## config.mk

```make
export PLATFORM = sky130hd
export DESIGN_NAME = mmio_uart_tx
export DESIGN_NICKNAME = d
export VERILOG_FILES = /design/src/rtl/mmio_uart_tx.sv
export SDC_FILE = /design/constraint.sdc
export NUM_CORES = 1
export LEC_CHECK = 0
export CORE_UTILIZATION = 44
export DETAILED_ROUTE_END_ITERATION = 8
export MAX_ROUTING_LAYER = met4
export PLACE_DENSITY_LB_ADDON = 0.1
export SYNTH_ARGS = -nofsm -noshare
export SYNTH_HDL_FRONTEND = slang
export SYNTH_SLANG_ARGS = --single-unit
```

## constraint.sdc

```tcl
create_clock -name clk -period 4.5 [get_ports clk]
set_input_delay 0.45 -clock clk [delete_from_list [all_inputs] [get_ports clk]]
set_output_delay 0.45 -clock clk [all_outputs]
set_load 0.02 [all_outputs]
```

## src/rtl/mmio_uart_tx.sv

```systemverilog
// Memory-mapped 8N1 UART transmitter: DATA stores queue bytes in a small FIFO, STATUS loads poll it.
// Store at edge N on an idle link drives the start bit at edge N+1; stores to a full FIFO are dropped and flag overflow.
module mmio_uart_tx #(
  parameter logic [31:0] BASE_ADDR    = 32'h0000_0400,
  parameter int          CLKS_PER_BIT = 16,
  parameter int          FIFO_DEPTH   = 4
) (
  input  logic        clk,
  input  logic        reset,
  input  logic [31:0] addr,
  input  logic [31:0] wdata,
  input  logic        we,
  input  logic        re,
  output logic [31:0] rdata,
  output logic        hit,
  output logic        tx
);

  localparam int BAUD_W = $clog2(CLKS_PER_BIT);
  localparam int PTR_W  = $clog2(FIFO_DEPTH);
  localparam int CNT_W  = PTR_W + 1;
  localparam logic [BAUD_W-1:0] BAUD_LAST = BAUD_W'(CLKS_PER_BIT - 1);
  localparam logic [CNT_W-1:0]  DEPTH_CNT = CNT_W'(FIFO_DEPTH);

  typedef enum logic [1:0] {
    ST_IDLE  = 2'd0,
    ST_START = 2'd1,
    ST_DATA  = 2'd2,
    ST_STOP  = 2'd3
  } state_t;

  state_t            state;
  logic [7:0]        shreg;
  logic [BAUD_W-1:0] baud;
  logic [2:0]        bitcnt;

  logic [7:0]        mem [FIFO_DEPTH];
  logic [PTR_W-1:0]  wr_ptr;
  logic [PTR_W-1:0]  rd_ptr;
  logic [CNT_W-1:0]  count;
  logic              overflow;

  logic data_hit, status_hit;
  logic data_wr, status_wr;
  logic full, empty, busy;
  logic push, pop;
  logic [7:0] cnt8;
  logic [31:0] status;
  logic unused_bits;

  assign hit        = (addr[31:3] == BASE_ADDR[31:3]);
  assign data_hit   = hit & ~addr[2];
  assign status_hit = hit & addr[2];
  assign data_wr    = we & data_hit;
  assign status_wr  = we & status_hit;

  assign full  = (count == DEPTH_CNT);
  assign empty = (count == '0);
  assign busy  = (state != ST_IDLE);

  // Full is judged before this edge's pop, so a store into a full FIFO is lost even if a pop frees a slot.
  assign push = data_wr & ~full;
  assign pop  = (state == ST_IDLE) & ~empty;

  assign cnt8   = 8'(count);
  assign status = {20'b0, cnt8, overflow, empty, full, busy};

  always_comb begin
    rdata = 32'h0;
    if (re && status_hit)
      rdata = status;
  end

  assign unused_bits = ^{addr[1:0], wdata[31:8]};

  always_ff @(posedge clk or posedge reset) begin
    if (reset) begin
      wr_ptr   <= '0;
      rd_ptr   <= '0;
      count    <= '0;
      overflow <= 1'b0;
      for (int i = 0; i < FIFO_DEPTH; i++)
        mem[i] <= 8'h00;
    end else begin
      if (push) begin
        mem[wr_ptr] <= wdata[7:0];
        wr_ptr      <= wr_ptr + 1'b1;
      end
      if (pop)
        rd_ptr <= rd_ptr + 1'b1;
      case ({push, pop})
        2'b10:   count <= count + 1'b1;
        2'b01:   count <= count - 1'b1;
        default: count <= count;
      endcase
      if (data_wr && full)
        overflow <= 1'b1;
      else if (status_wr && wdata[3])
        overflow <= 1'b0;
    end
  end

  always_ff @(posedge clk or posedge reset) begin
    if (reset) begin
      state  <= ST_IDLE;
      tx     <= 1'b1;
      shreg  <= 8'h00;
      baud   <= '0;
      bitcnt <= 3'd0;
    end else begin
      case (state)
        ST_IDLE: begin
          tx <= 1'b1;
          if (pop) begin
            shreg <= mem[rd_ptr];
            tx    <= 1'b0;
            baud  <= '0;
            state <= ST_START;
          end
        end
        ST_START: begin
          if (baud == BAUD_LAST) begin
            baud   <= '0;
            bitcnt <= 3'd0;
            tx     <= shreg[0];
            state  <= ST_DATA;
          end else begin
            baud <= baud + 1'b1;
          end
        end
        ST_DATA: begin
          if (baud == BAUD_LAST) begin
            baud <= '0;
            if (bitcnt == 3'd7) begin
              tx    <= 1'b1;
              state <= ST_STOP;
            end else begin
              shreg  <= {1'b0, shreg[7:1]};
              tx     <= shreg[1];
              bitcnt <= bitcnt + 1'b1;
            end
          end else begin
            baud <= baud + 1'b1;
          end
        end
        ST_STOP: begin
          if (baud == BAUD_LAST) begin
            baud  <= '0;
            state <= ST_IDLE;
          end else begin
            baud <= baud + 1'b1;
          end
        end
        default: begin
          state <= ST_IDLE;
          tx    <= 1'b1;
        end
      endcase
    end
  end

endmodule

```

### Word-level counts from Yosys, hierarchy flattened

Cells that the tools add are included.

* input port bits: 68
* logic and storage cells: 97
* bits in registers: 58

* reduce and logical (&&, ||, !) cells: 17
* $add $sub $neg: 6
* bitwise logic cells: 11
* mux-type cells: 32
* equal/unequal tests: 15
* magnitude comparators: 3

Operator list (number)
* $mux W8: 6
* $bwmux W32: 1
* $eq A29 B8 Y1 const B: 1
* $bmux W8 S2: 1
* $demux W8 S2: 1
* $pmux W8 S2: 1
* $ne A2 B2 Y1 const B: 6
* $pmux W3 S2: 2
* $mux W2: 5
* $reduce_bool A2 Y1: 5
* $mux W3: 3
* $mux W4: 2
* $pmux W2 S4: 1
* $pmux W4 S2: 1
* $reduce_and A4 Y1: 2
* $mux W7: 1
* $add A3 B1 Y3 const B: 2
* $and A1 B1 Y1: 6
* $eq A2 B2 Y1 const B: 3
* $eq A3 B3 Y1 const B: 2
* $ge A3 B3 Y1 const B: 2
* $mux W1: 6
* $not A2 Y3: 2
* $reduce_and A5 Y1: 1
* other kinds (14): 21

### Longest topological paths before layout

Gate-level depths: netlist (run 1).

* word-level depth: 6
* gate-level depth with buffers: 11
* depth with buffers taken out: 10

### Worst setup path before layout (run 1)

Ideal clock, no wire load.

* kind: input port to flip-flop
* from: input port addr[17]
* to: register count[2]
* path slack: 1.961 ns
* library setup time: 0.125 ns
* data arrival time: 2.414 ns
* stages on the path: 11
* buffers on the path: 1
* cell sequence: nor4_1 nand4_2 buf_4 nor3_1 inv_1 ha_1 inv_1 fa_1 xor2_1 nor2_1 xor2_1

* longest elaborated chain between the ends: 6
* elaborated cells between the ends (all ways): 8
* those cells by class: eq/ne (3); mux (1); bitwise (3); reduce/logical (1)

Ends and longest elaborated chain
* start, declared: line 10 `input logic [31:0] addr,`
* $eq A29 B8 Y1 *: line 51 `assign hit = (addr[31:3] == BASE_ADDR[31:3]);`
* $and A1 B1 Y1 *: line 52 `assign data_hit = hit & ~addr[2];`
* $and A1 B1 Y1 *: line 54 `assign data_wr = we & data_hit;`
* $and A1 B1 Y1 *: line 62 `assign push = data_wr & ~full;`
* $eq A2 B1 Y1 / $eq A2 B2 Y1 (equally long branches): line 91 `case ({push, pop})`
* $pmux W3 S2 / $reduce_bool A2 Y1 (equally long branches)
* end signal, assigned: line 92 `2'b10: count <= count + 1'b1;`
* end signal, assigned: line 93 `2'b01: count <= count - 1'b1;`
* end signal, assigned: line 94 `default: count <= count;`
* end, declared: line 40 `logic [CNT_W-1:0] count;`

Every way passes the cells marked *; elsewhere a longest branch is shown, timed or not.
A chain may end at the register's enable or synchronous reset.

### Worst setup path after layout (run 1)

* from: input port addr[7]
* to: output port rdata[3]

* longest elaborated chain between the ends: 4

Ends and longest elaborated chain
* $eq A29 B8 Y1: line 51
* $and A1 B1 Y1: line 53 `assign status_hit = hit & addr[2];`
* $logic_and A1 B1 Y1: line 70 `if (re && status_hit)`
* $mux W7: line 70
* end, declared: line 14 `output logic [31:0] rdata,`

Every way passes these cells.

==> results.yml, run 1 <==
min_path:
  worst_hold_path_class: "flip-flop to flip-flop"
  hold_path_depth: 1
  timing.hold.worst_endpoint: "mem[23]$_DFFE_PP0P_"
  holdCritStartpoint: "mem[23]$_DFFE_PP0P_"
timing:
  finalClockSkew_ns: 0.00914
  slew-limit-headroom_pct: 45.3
  fmax_mhz: 301
  setup_viol_count_final: 0
  timing_max_transition_violations_final: 0
  worstMarginPinSlew_ns: 0.820
  fin_setup_tns_ns: 0
  finalHoldViolations: 0
  grt_setup_unrepaired: "false"
  final_min_period_over_clock_period_pct: 73.9
  period_minus_slack_ns: 3.32
worst_setup_path:
  criticalPathCategory: "primary input to output pin"
  critPathMostFrequentCell: "sky130_fd_sc_hd__clkdlybuf4s50_1"
  path_max_fanout: 13
  critPathArrivalTime_ns: 2.87
  worst_r2r_startpoint: "count[0]$_DFFE_PP0P_"
  worst_r2r_path_depth: 10
  crit_path_start_kind: "primary input"
  critical_path.cell_chain: "clkdlybuf4s50_1, nor4_1, nand4_2, nor3_1, and2_1, clkdlybuf4s50_1"
  critical_path.endpoint_type: "output pin"
  required_time_at_the_worst_slack_endpoint_ns: 4.05
  timing.rr.end: "count[2]$_DFFE_PP0P_"
  timing.critical_path.slowest_stage_cell: "sky130_fd_sc_hd__clkdlybuf4s50_1"
  slowest_delay_ns: 0.60
  regToRegSetupSlack_ns: 1.80
routing:
  drc_errors: 0
  wirelength_mm: 5.99
  drt_first_pass_iters: 6
  routedWlPerCell_um: 14.2
  ant_nets: 0
  avgViaCountPerCell: 4.90
  vias_after_detailed_routing: 2067
  drt-initial-drc-count: 58
yosys:
  netlist.top_cell.by_area: "sky130_fd_sc_hd__dfrtp_1"
  count_of_unique_library_cells_instantiated_by_yosys: 39
  sequential_to_total_area_share_from_yosys_stat_pct: 44.4
  synth_async_sr_flop_share_pct: 100
  syn_area_per_cell_um2: 12.3
  post-synth-top-count-cell: "sky130_fd_sc_hd__dfrtp_1"
  synth-main-ff-cell: "sky130_fd_sc_hd__dfrtp_1"
  syn-cell-area_mm2: 0.00327
  yosys_register_bits: 58
  yosys-top-cells-area: "sky130_fd_sc_hd__dfrtp_1 44%, sky130_fd_sc_hd__mux2_2 17%, sky130_fd_sc_hd__buf_4 6.2%, sky130_fd_sc_hd__mux4_2 5.5%, sky130_fd_sc_hd__ha_1 5.0%"
  ys.warnings.count: 0
  syn-instance-count: 267
  synth_common_cells: "57 x sky130_fd_sc_hd__dfrtp_1, 49 x sky130_fd_sc_hd__mux2_2, 27 x sky130_fd_sc_hd__buf_4, 16 x sky130_fd_sc_hd__inv_1, 15 x sky130_fd_sc_hd__nand2_1"
  synth_top_area_share_pct: 43.6
  synth-edff-count: 0
final_layout:
  multiInputGateArea_mm2: 0.00162
  final-seq-area_mm2: 0.00145
  post_route_cells_drive_above_1_share_pct: 26.3
  antenna-diode-count: 0
  synthToLayoutAreaGrowth_pct: 20.9
  final_util_pct: 54.8
  final_nets: 401
  filler_cell_count: 667
power:
  pwr-share-clk_pct: 44.0
  cellInternalPower_w: 0.000820
  swShare_pct: 22.8
  post-layout-total-power_w: 0.00106
  combinationalPowerShare_pct: 7.0
  static-leakage-power_nw: 1.84
  sequentialPowerShare_pct: 49.0
  pwr_density_cell_mw_per_mm2: 269
  net_sw_power_w: 0.000243
  power.ir.vdd_worst_v: 0.000210
clocking:
  clock_tree.root_cell: "sky130_fd_sc_hd__clkbuf_8"
  clock_tree_from_tritoncts: "built"
  cts_setup_buffers: 0
  hold_buffers: 0
  tritoncts_num_sinks: 58
  worst_skew_pair_later_pin_latency_ns: 0.34
  max-clock-path-buffers: 2
  cts_made_buffers: 9
  ctsHtreeMaxLevel: 3
  post_cts_resize_count: 0
  clk_pin_slew_worst_paths_ns: 0.07
die:
  chipWidth_um: 88.2
  placementRows: 31
  pin_count: 102
  placeableCoreArea_mm2: 0.00721
  die_height_um: 88.2
  starting_utilization_of_the_core_area_pct: 45.4
  die_area_mm2: 0.00778
global_routing:
  grt.total_usage_pct: 18.3
  overflow: 0
  grt_start_max_net_pins: 33
  globalRouteMet3Util_pct: 6.16
  grt_first_pass_wirelength_mm: 10.3
  grt.met2_usage_pct: 28.6
  first_global_vias: 2114
  gr-usage-met1_pct: 22.9
  most_crowded_layer_after_global_routing: "met2"
  antenna_found_initial: 0
placement:
  portBuffers: 50
  dpl_wire_length_mm: 4.25
  gp_congestion: 0.701
job:
  max_cap_viol_count: 0
status:
  status: "completed"
## cells by family after synthesis
logic type	share of synthesized area (%)
other cells	0.115
buf+inv	8.87
flops	44.4
mux	22.7
fa+ha+maj	5.58
simple gates	12.2
compound gates	4.28
xor+xnor	1.87
## state kept, by name, indices dropped and copies added (netlist names)
register / cells
bitcnt: 3
shreg: 8
overflow: 1
tx: 1
wr_ptr: 2
state: 2
mem: 32
rd_ptr: 2
baud: 4
count: 3
## cell usage in the layout (no fill, tap or decap), drive strengths merged, types with 4 or more instances in the layout
cell	synthesis	layout
ha	13	13
o21ai	8	8
nand2	15	15
xnor2	4	4
nor3	4	4
dfrtp	57	57
clkdlybuf4s50	0	50
clkbuf	5	10
conb	1	25
inv	16	16
nor4	14	14
nor2	8	8
and2	4	4
mux4	8	8
mux2	49	49
## worst max-delay path by stage
stage                        start                   end  slack [ns]  cells past startpoint
after floorplan           addr[17]  count[2]$_DFFE_PP0P_        1.96                     11
after global placement     addr[7]              rdata[3]        1.12                      6
after detailed placement   addr[7]              rdata[3]        1.15                      6
after CTS                  addr[7]              rdata[3]        1.15                      6
after global routing      addr[13]              rdata[2]        0.91                      6
final                      addr[7]              rdata[3]        1.18                      6
## routing by layer
metal,part of all wire (%),up-vias,routed length [µm]
met5,0,-,0
met4,0.33,0,20
met3,2.6,4,158
met2,49,35,2960
met1,48,1029,2850
li1,-,999,-
## per-stage QoR
stage	cell area (µm²)	hold WS [ns]	worst slack, ns	std cells
2_1_floorplan	3360	0.469	1.96	291
3_3_place_gp	3760	0.484	1.12	407
3_5_place_dp	3760	0.490	1.15	407
4_1_cts	3960	0.505	1.15	422
5_1_grt	3960	0.517	0.912	422
6_report	3960	0.503	1.18	422
## final cells by class
type | count | share of cell area [%]
clock inverter | 5 | 1.39
sequential | 58 | 36.7
inverter | 16 | 1.52
tap | 99 | 3.13
timing repair buffer | 51 | 12.8
multi-input combinational | 183 | 40.9
clock buffer | 10 | 3.48
## critical path, delay by kind of cell
family	cells	cell delay (ns)
buffers and inverters	2	0.99
and+or+nand+nor	4	1.42
## power by group through the flow
stage / combinational (W) / clock [W] / sequential, W
3_5_place_dp: 0.0000749 / 0 / 0.000531
2_1_floorplan: 0.0000476 / 0 / 0.000531
6_report: 0.0000742 / 0.000468 / 0.000521
4_1_cts: 0.0000750 / 0.000482 / 0.000521
3_3_place_gp: 0.0000742 / 0 / 0.000531
5_1_grt: 0.0000829 / 0.000506 / 0.000521
No activity file was read; power rests on OpenSTA's default activity.
==> run 2: changes to the inputs <==
==> constraint.sdc (replaced) <==
create_clock -name clk -period 3.2 [get_ports clk]
set_input_delay 0.32 -clock clk [delete_from_list [all_inputs] [get_ports clk]]
set_output_delay 0.32 -clock clk [all_outputs]
set_load 0.02 [all_outputs]
==> results.yml, run 2 (synthesis results as in run 1) <==
status:
  status: "completed"
min_path:
  worst_hold_path_class: "primary input to async pin"
clocking:
  hold_buffers: 0
  clk_pin_slew_worst_paths_ns: 0.07
  tritoncts_num_sinks: 58
  post_cts_resize_count: 0
  clock_tree.root_cell: "sky130_fd_sc_hd__clkbuf_8"
  worst_skew_pair_later_pin_latency_ns: 0.34
  cts_setup_buffers: 0
  cts_made_buffers: 9
  clock_tree_from_tritoncts: "built"
  max-clock-path-buffers: 2
  ctsHtreeMaxLevel: 3
worst_setup_path:
  worst_r2r_startpoint: "count[0]$_DFFE_PP0P_"
  regToRegSetupSlack_ns: 0.67
  worst_r2r_path_depth: 11
  path_max_fanout: 8
  required_time_at_the_worst_slack_endpoint_ns: 2.88
  critPathArrivalTime_ns: 2.52
  crit_path_start_kind: "primary input"
  criticalPathCategory: "primary input to output pin"
  critical_path.endpoint_type: "output pin"
  timing.rr.end: "count[2]$_DFFE_PP0P_"
timing:
  final_min_period_over_clock_period_pct: 88.7
  fin_setup_tns_ns: 0
  slew-limit-headroom_pct: 52.7
  finalClockSkew_ns: 0.0101
  worst_hold_slack_ns: 0.419
  grt_setup_unrepaired: "false"
  timing_max_transition_violations_final: 0
  setup_viol_count_final: 0
  period_minus_slack_ns: 2.84
  finalHoldViolations: 0
  worstMarginPinSlew_ns: 0.708
  fmax_mhz: 352
final_layout:
  final_util_pct: 56.4
  final_common_cell: "sky130_fd_sc_hd__dfrtp_1"
  regMostFlops: "mem"
  layout_common_cells: "57 x sky130_fd_sc_hd__dfrtp_1, 50 x sky130_fd_sc_hd__clkdlybuf4s50_1, 49 x sky130_fd_sc_hd__mux2_2"
  biggestRegsByFlops: "mem (32), shreg (8), baud (4)"
  final_nets: 411
  final_cell_area_mm2: 0.00407
  largest_register_ffs: 32
  post_route_cells_drive_above_1_share_pct: 28.1
  synthToLayoutAreaGrowth_pct: 24.4
  antenna-diode-count: 0
job:
  max_cap_viol_count: 0
power:
  power.ir.vdd_worst_v: 0.000262
  sequentialPowerShare_pct: 46.4
  pwr-share-clk_pct: 46.9
  swShare_pct: 21.4
  net_sw_power_w: 0.000339
  static-leakage-power_nw: 1.90
  pwr_density_cell_mw_per_mm2: 389
  combinationalPowerShare_pct: 6.8
  cellInternalPower_w: 0.00124
global_routing:
  antenna_found_initial: 0
  overflow: 0
  grt_first_pass_wirelength_mm: 10.7
  grt_start_max_net_pins: 33
  first_global_vias: 2213
  grt.total_usage_pct: 18.9
die:
  placeableCoreArea_mm2: 0.00721
  placementRows: 31
  chipWidth_um: 88.2
  die_height_um: 88.2
  pin_count: 102
  die_area_mm2: 0.00778
  starting_utilization_of_the_core_area_pct: 45.4
routing:
  routedWlPerCell_um: 14.3
  drt-initial-drc-count: 79
  wirelength_mm: 6.20
  vias_after_detailed_routing: 2128
  drt_first_pass_iters: 4
  drc_errors: 0
  avgViaCountPerCell: 4.91
  ant_nets: 0
placement:
  dpl_wire_length_mm: 4.45
  gp_congestion: 0.723
  portBuffers: 50
  placed_cell_area_mm2: 0.00385
[run 2: worst max-delay path by stage]
| stage | start | endpoint | slack (ns) |
|---|---|---|---|
| finish | addr[29] | rdata[3] | 0.36 |
| global route | addr[29] | rdata[6] | 0.21 |
| CTS | addr[29] | rdata[3] | 0.33 |
| detailed placement | addr[29] | count[2]$_DFFE_PP0P_ | 0.20 |
| global placement | addr[29] | count[2]$_DFFE_PP0P_ | 0.28 |
| floorplan | count[0]$_DFFE_PP0P_ | count[2]$_DFFE_PP0P_ | 0.69 |
[run 2: area by class of cell]
cell class	instances	area [µm²]
timing repair buffer	61	596
tap	99	124
sequential	58	1450
multi-input combinational	183	1620
inverter	16	60.1
clock buffer	12	145
clock inverter	4	75.1
fill	625	3140
[run 2: layer usage]
metal  track usage (%)  up-vias  wire (µm)
met5                 -        -          0
met4              6.16        0         51
met3              5.32        7        177
met2              30.7       29       3190
met1              22.7     1073       2780
li1                  -     1019          -
[run 2: worst max-delay path, stage by stage]
cell                              delay (ns)
sky130_fd_sc_hd__clkdlybuf4s50_1        0.42
sky130_fd_sc_hd__nor4_2                 0.31
sky130_fd_sc_hd__nand4_2                0.27
sky130_fd_sc_hd__nor3_1                 0.41
sky130_fd_sc_hd__and2_1                 0.19
sky130_fd_sc_hd__clkdlybuf4s50_1        0.60
[run 2: stage by stage]
stage	power, W	worst slack (ns)	cells
final	0.00158	0.362	433
after global routing	0.00165	0.208	433
after CTS	0.00160	0.326	433
after detailed placement	0.000855	0.203	417
after global placement	0.000854	0.277	417
after floorplan	0.000814	0.694	291
[run 2: power groups by stage]
stage | logic, W | registers [W] | clock network (W)
after detailed placement | 0.000108 | 0.000747 | 0
after floorplan | 0.0000669 | 0.000747 | 0
after CTS | 0.000109 | 0.000733 | 0.000762
final | 0.000107 | 0.000733 | 0.000741
after global routing | 0.000119 | 0.000733 | 0.000796
after global placement | 0.000107 | 0.000747 | 0
==> run 3: changes to the inputs <==
--- a/config.mk
+++ b/config.mk
@@ -7,6 +7,7 @@
 export LEC_CHECK = 0
 export CORE_UTILIZATION = 44
 export DETAILED_ROUTE_END_ITERATION = 8
+export HOLD_SLACK_MARGIN = 0.1
 export MAX_ROUTING_LAYER = met4
 export PLACE_DENSITY_LB_ADDON = 0.1
 export SYNTH_ARGS = -nofsm -noshare
==> constraint.sdc (replaced) <==
create_clock -name clk -period 3.2 [get_ports clk]
set_input_delay 0.32 -clock clk [delete_from_list [all_inputs] [get_ports clk]]
set_output_delay 0.32 -clock clk [all_outputs]
set_load 0.005 [all_outputs]
==> results.yml, run 3 (synthesis results as in run 1) <==
placement:
  dp.cells: 417
  place_ws_ns: 0.518
  gp_congestion: 0.735
  dpl_wire_length_mm: 4.34
  portBuffers: 50
routing:
  vias_after_detailed_routing: 2081
  ant_nets: 0
  routedWlPerCell_um: 13.9
  wirelength_mm: 6.00
  drt-initial-drc-count: 58
  drt_first_pass_iters: 6
  drc_errors: 0
  avgViaCountPerCell: 4.81
clocking:
  clock_tree.root_cell: "sky130_fd_sc_hd__clkbuf_8"
  post_cts_resize_count: 0
  cts_setup_buffers: 0
  clk_pin_slew_worst_paths_ns: 0.07
  cts_made_buffers: 9
  worst_skew_pair_later_pin_latency_ns: 0.34
  ctsHtreeMaxLevel: 3
  hold_buffers: 0
  tritoncts_num_sinks: 58
  clock_tree_from_tritoncts: "built"
  max-clock-path-buffers: 2
die:
  pin_count: 102
  die_area_mm2: 0.00778
  placementRows: 31
  starting_utilization_of_the_core_area_pct: 45.4
  chipWidth_um: 88.2
  placeableCoreArea_mm2: 0.00721
  die_height_um: 88.2
final_layout:
  antenna-diode-count: 0
  layout_common_cells: "57 x sky130_fd_sc_hd__dfrtp_1, 50 x sky130_fd_sc_hd__clkdlybuf4s50_1, 49 x sky130_fd_sc_hd__mux2_2"
  post_route_cells_drive_above_1_share_pct: 28.4
  regMostFlops: "mem"
  synthToLayoutAreaGrowth_pct: 24.0
  final_common_cell: "sky130_fd_sc_hd__dfrtp_1"
  final_nets: 411
  biggestRegsByFlops: "mem (32), shreg (8), baud (4)"
  largest_register_ffs: 32
  fin_cells: 433
timing:
  finalHoldViolations: 0
  final_min_period_over_clock_period_pct: 83.0
  slew-limit-headroom_pct: 56.2
  period_minus_slack_ns: 2.66
  timing_max_transition_violations_final: 0
  grt_setup_unrepaired: "false"
  final_critical_path_setup_slack_ns: 0.544
  finalClockSkew_ns: 0.00613
  fin_setup_tns_ns: 0
  worstMarginPinSlew_ns: 0.657
  setup_viol_count_final: 0
  fmax_mhz: 376
  worst_hold_slack_ns: 0.242
worst_setup_path:
  required_time_at_the_worst_slack_endpoint_ns: 2.88
  criticalPathCategory: "primary input to output pin"
  crit_path_start_kind: "primary input"
  timing.critical_path.slowest_stage_cell: "sky130_fd_sc_hd__clkdlybuf4s50_1"
  critPathMostFrequentCell: "sky130_fd_sc_hd__clkdlybuf4s50_1"
  critical_path.cell_chain: "clkdlybuf4s50_1, nor4_1, nand4_2, nor3_1, and2_1, clkdlybuf4s50_1"
  critPathArrivalTime_ns: 2.34
  slowest_delay_ns: 0.51
  critical_path.endpoint_type: "output pin"
  path_max_fanout: 7
min_path:
  worst_hold_path_class: "primary input to async pin"
power:
  power.ir.vdd_worst_v: 0.000269
  pwr_density_cell_mw_per_mm2: 386
  static-leakage-power_nw: 1.90
status:
  status: "completed"
global_routing:
  first_global_vias: 2130
  antenna_found_initial: 0
  overflow: 0
  grt_first_pass_wirelength_mm: 10.5
  grt.total_usage_pct: 18.6
  grt_start_max_net_pins: 26
job:
  max_cap_viol_count: 0
run 3: cell count changes in the layout (fill, tap and decap cells not counted):
cell and change:
sky130_fd_sc_hd__buf_12 -1, sky130_fd_sc_hd__clkinv_2 +2, sky130_fd_sc_hd__clkinvlp_4 -1, sky130_fd_sc_hd__clkbuf_1 -1, sky130_fd_sc_hd__buf_4 +1
run 3: where the power goes:
| part | switching, W | total [W] | internal, W |
|---|---|---|---|
| clock | 0.000287 | 0.000744 | 0.000457 |
| sequential | 0.00000000000494 | 0.000733 | 0.000733 |
| combinational | 0.0000380 | 0.0000871 | 0.0000491 |
| total | 0.000325 | 0.00156 | 0.00124 |
run 3: path summary, 6_finish.rpt:
path | end | cells past startpoint | from | slack [ns]
worst max-delay path | rdata[3] | 6 | addr[7] | 0.54
worst min-delay path | baud[2]$_DFFE_PP0P_ | 2 | reset | 0.24
worst max register to register | count[2]$_DFFE_PP0P_ | 11 | count[0]$_DFFE_PP0P_ | 0.71
worst min register to register | mem[6]$_DFFE_PP0P_ | 1 | mem[6]$_DFFE_PP0P_ | 0.50
max in group asynchronous | shreg[2]$_DFFE_PP0P_ | 3 | reset | 2.34
min in group clk | mem[6]$_DFFE_PP0P_ | 1 | mem[6]$_DFFE_PP0P_ | 0.50
run 3: worst max-delay path, delay by kind of cell:
| kind | cells | cell delay (ns) |
|---|---|---|
| AND/OR/NAND/NOR | 4 | 1.11 |
| buffers and inverters | 2 | 0.90 |
run 3: layer usage:
layer  vias up  part of all wire (%)  track usage [%]
met4         0                  0.95             5.28
met1      1024                    46             23.3
met5         -                     0                -
met2        36                    49             29.7
met3         5                   3.6             5.32
li1       1016                     -                -
run 3: final cells by class:
class | instances | area (µm²)
Timing Repair Buffer | 61 | 583
Multi-Input combinational cell | 183 | 1620
Clock buffer | 11 | 141
Clock inverter | 5 | 77.6
Sequential cell | 58 | 1450
Inverter | 16 | 60.1
Tap cell | 99 | 124
Fill cell | 621 | 3160
run 3: per-stage QoR:
| stage | area [µm²] | util [%] | total power (W) |
|---|---|---|---|
| global placement | 3840 | 53.2 | 0.000834 |
| detailed placement | 3840 | 53.2 | 0.000835 |
| global route | 4060 | 56.2 | 0.00163 |
| CTS | 4060 | 56.2 | 0.00159 |
| finish | 4060 | 56.2 | 0.00156 |
| floorplan | 3360 | - | 0.000793 |
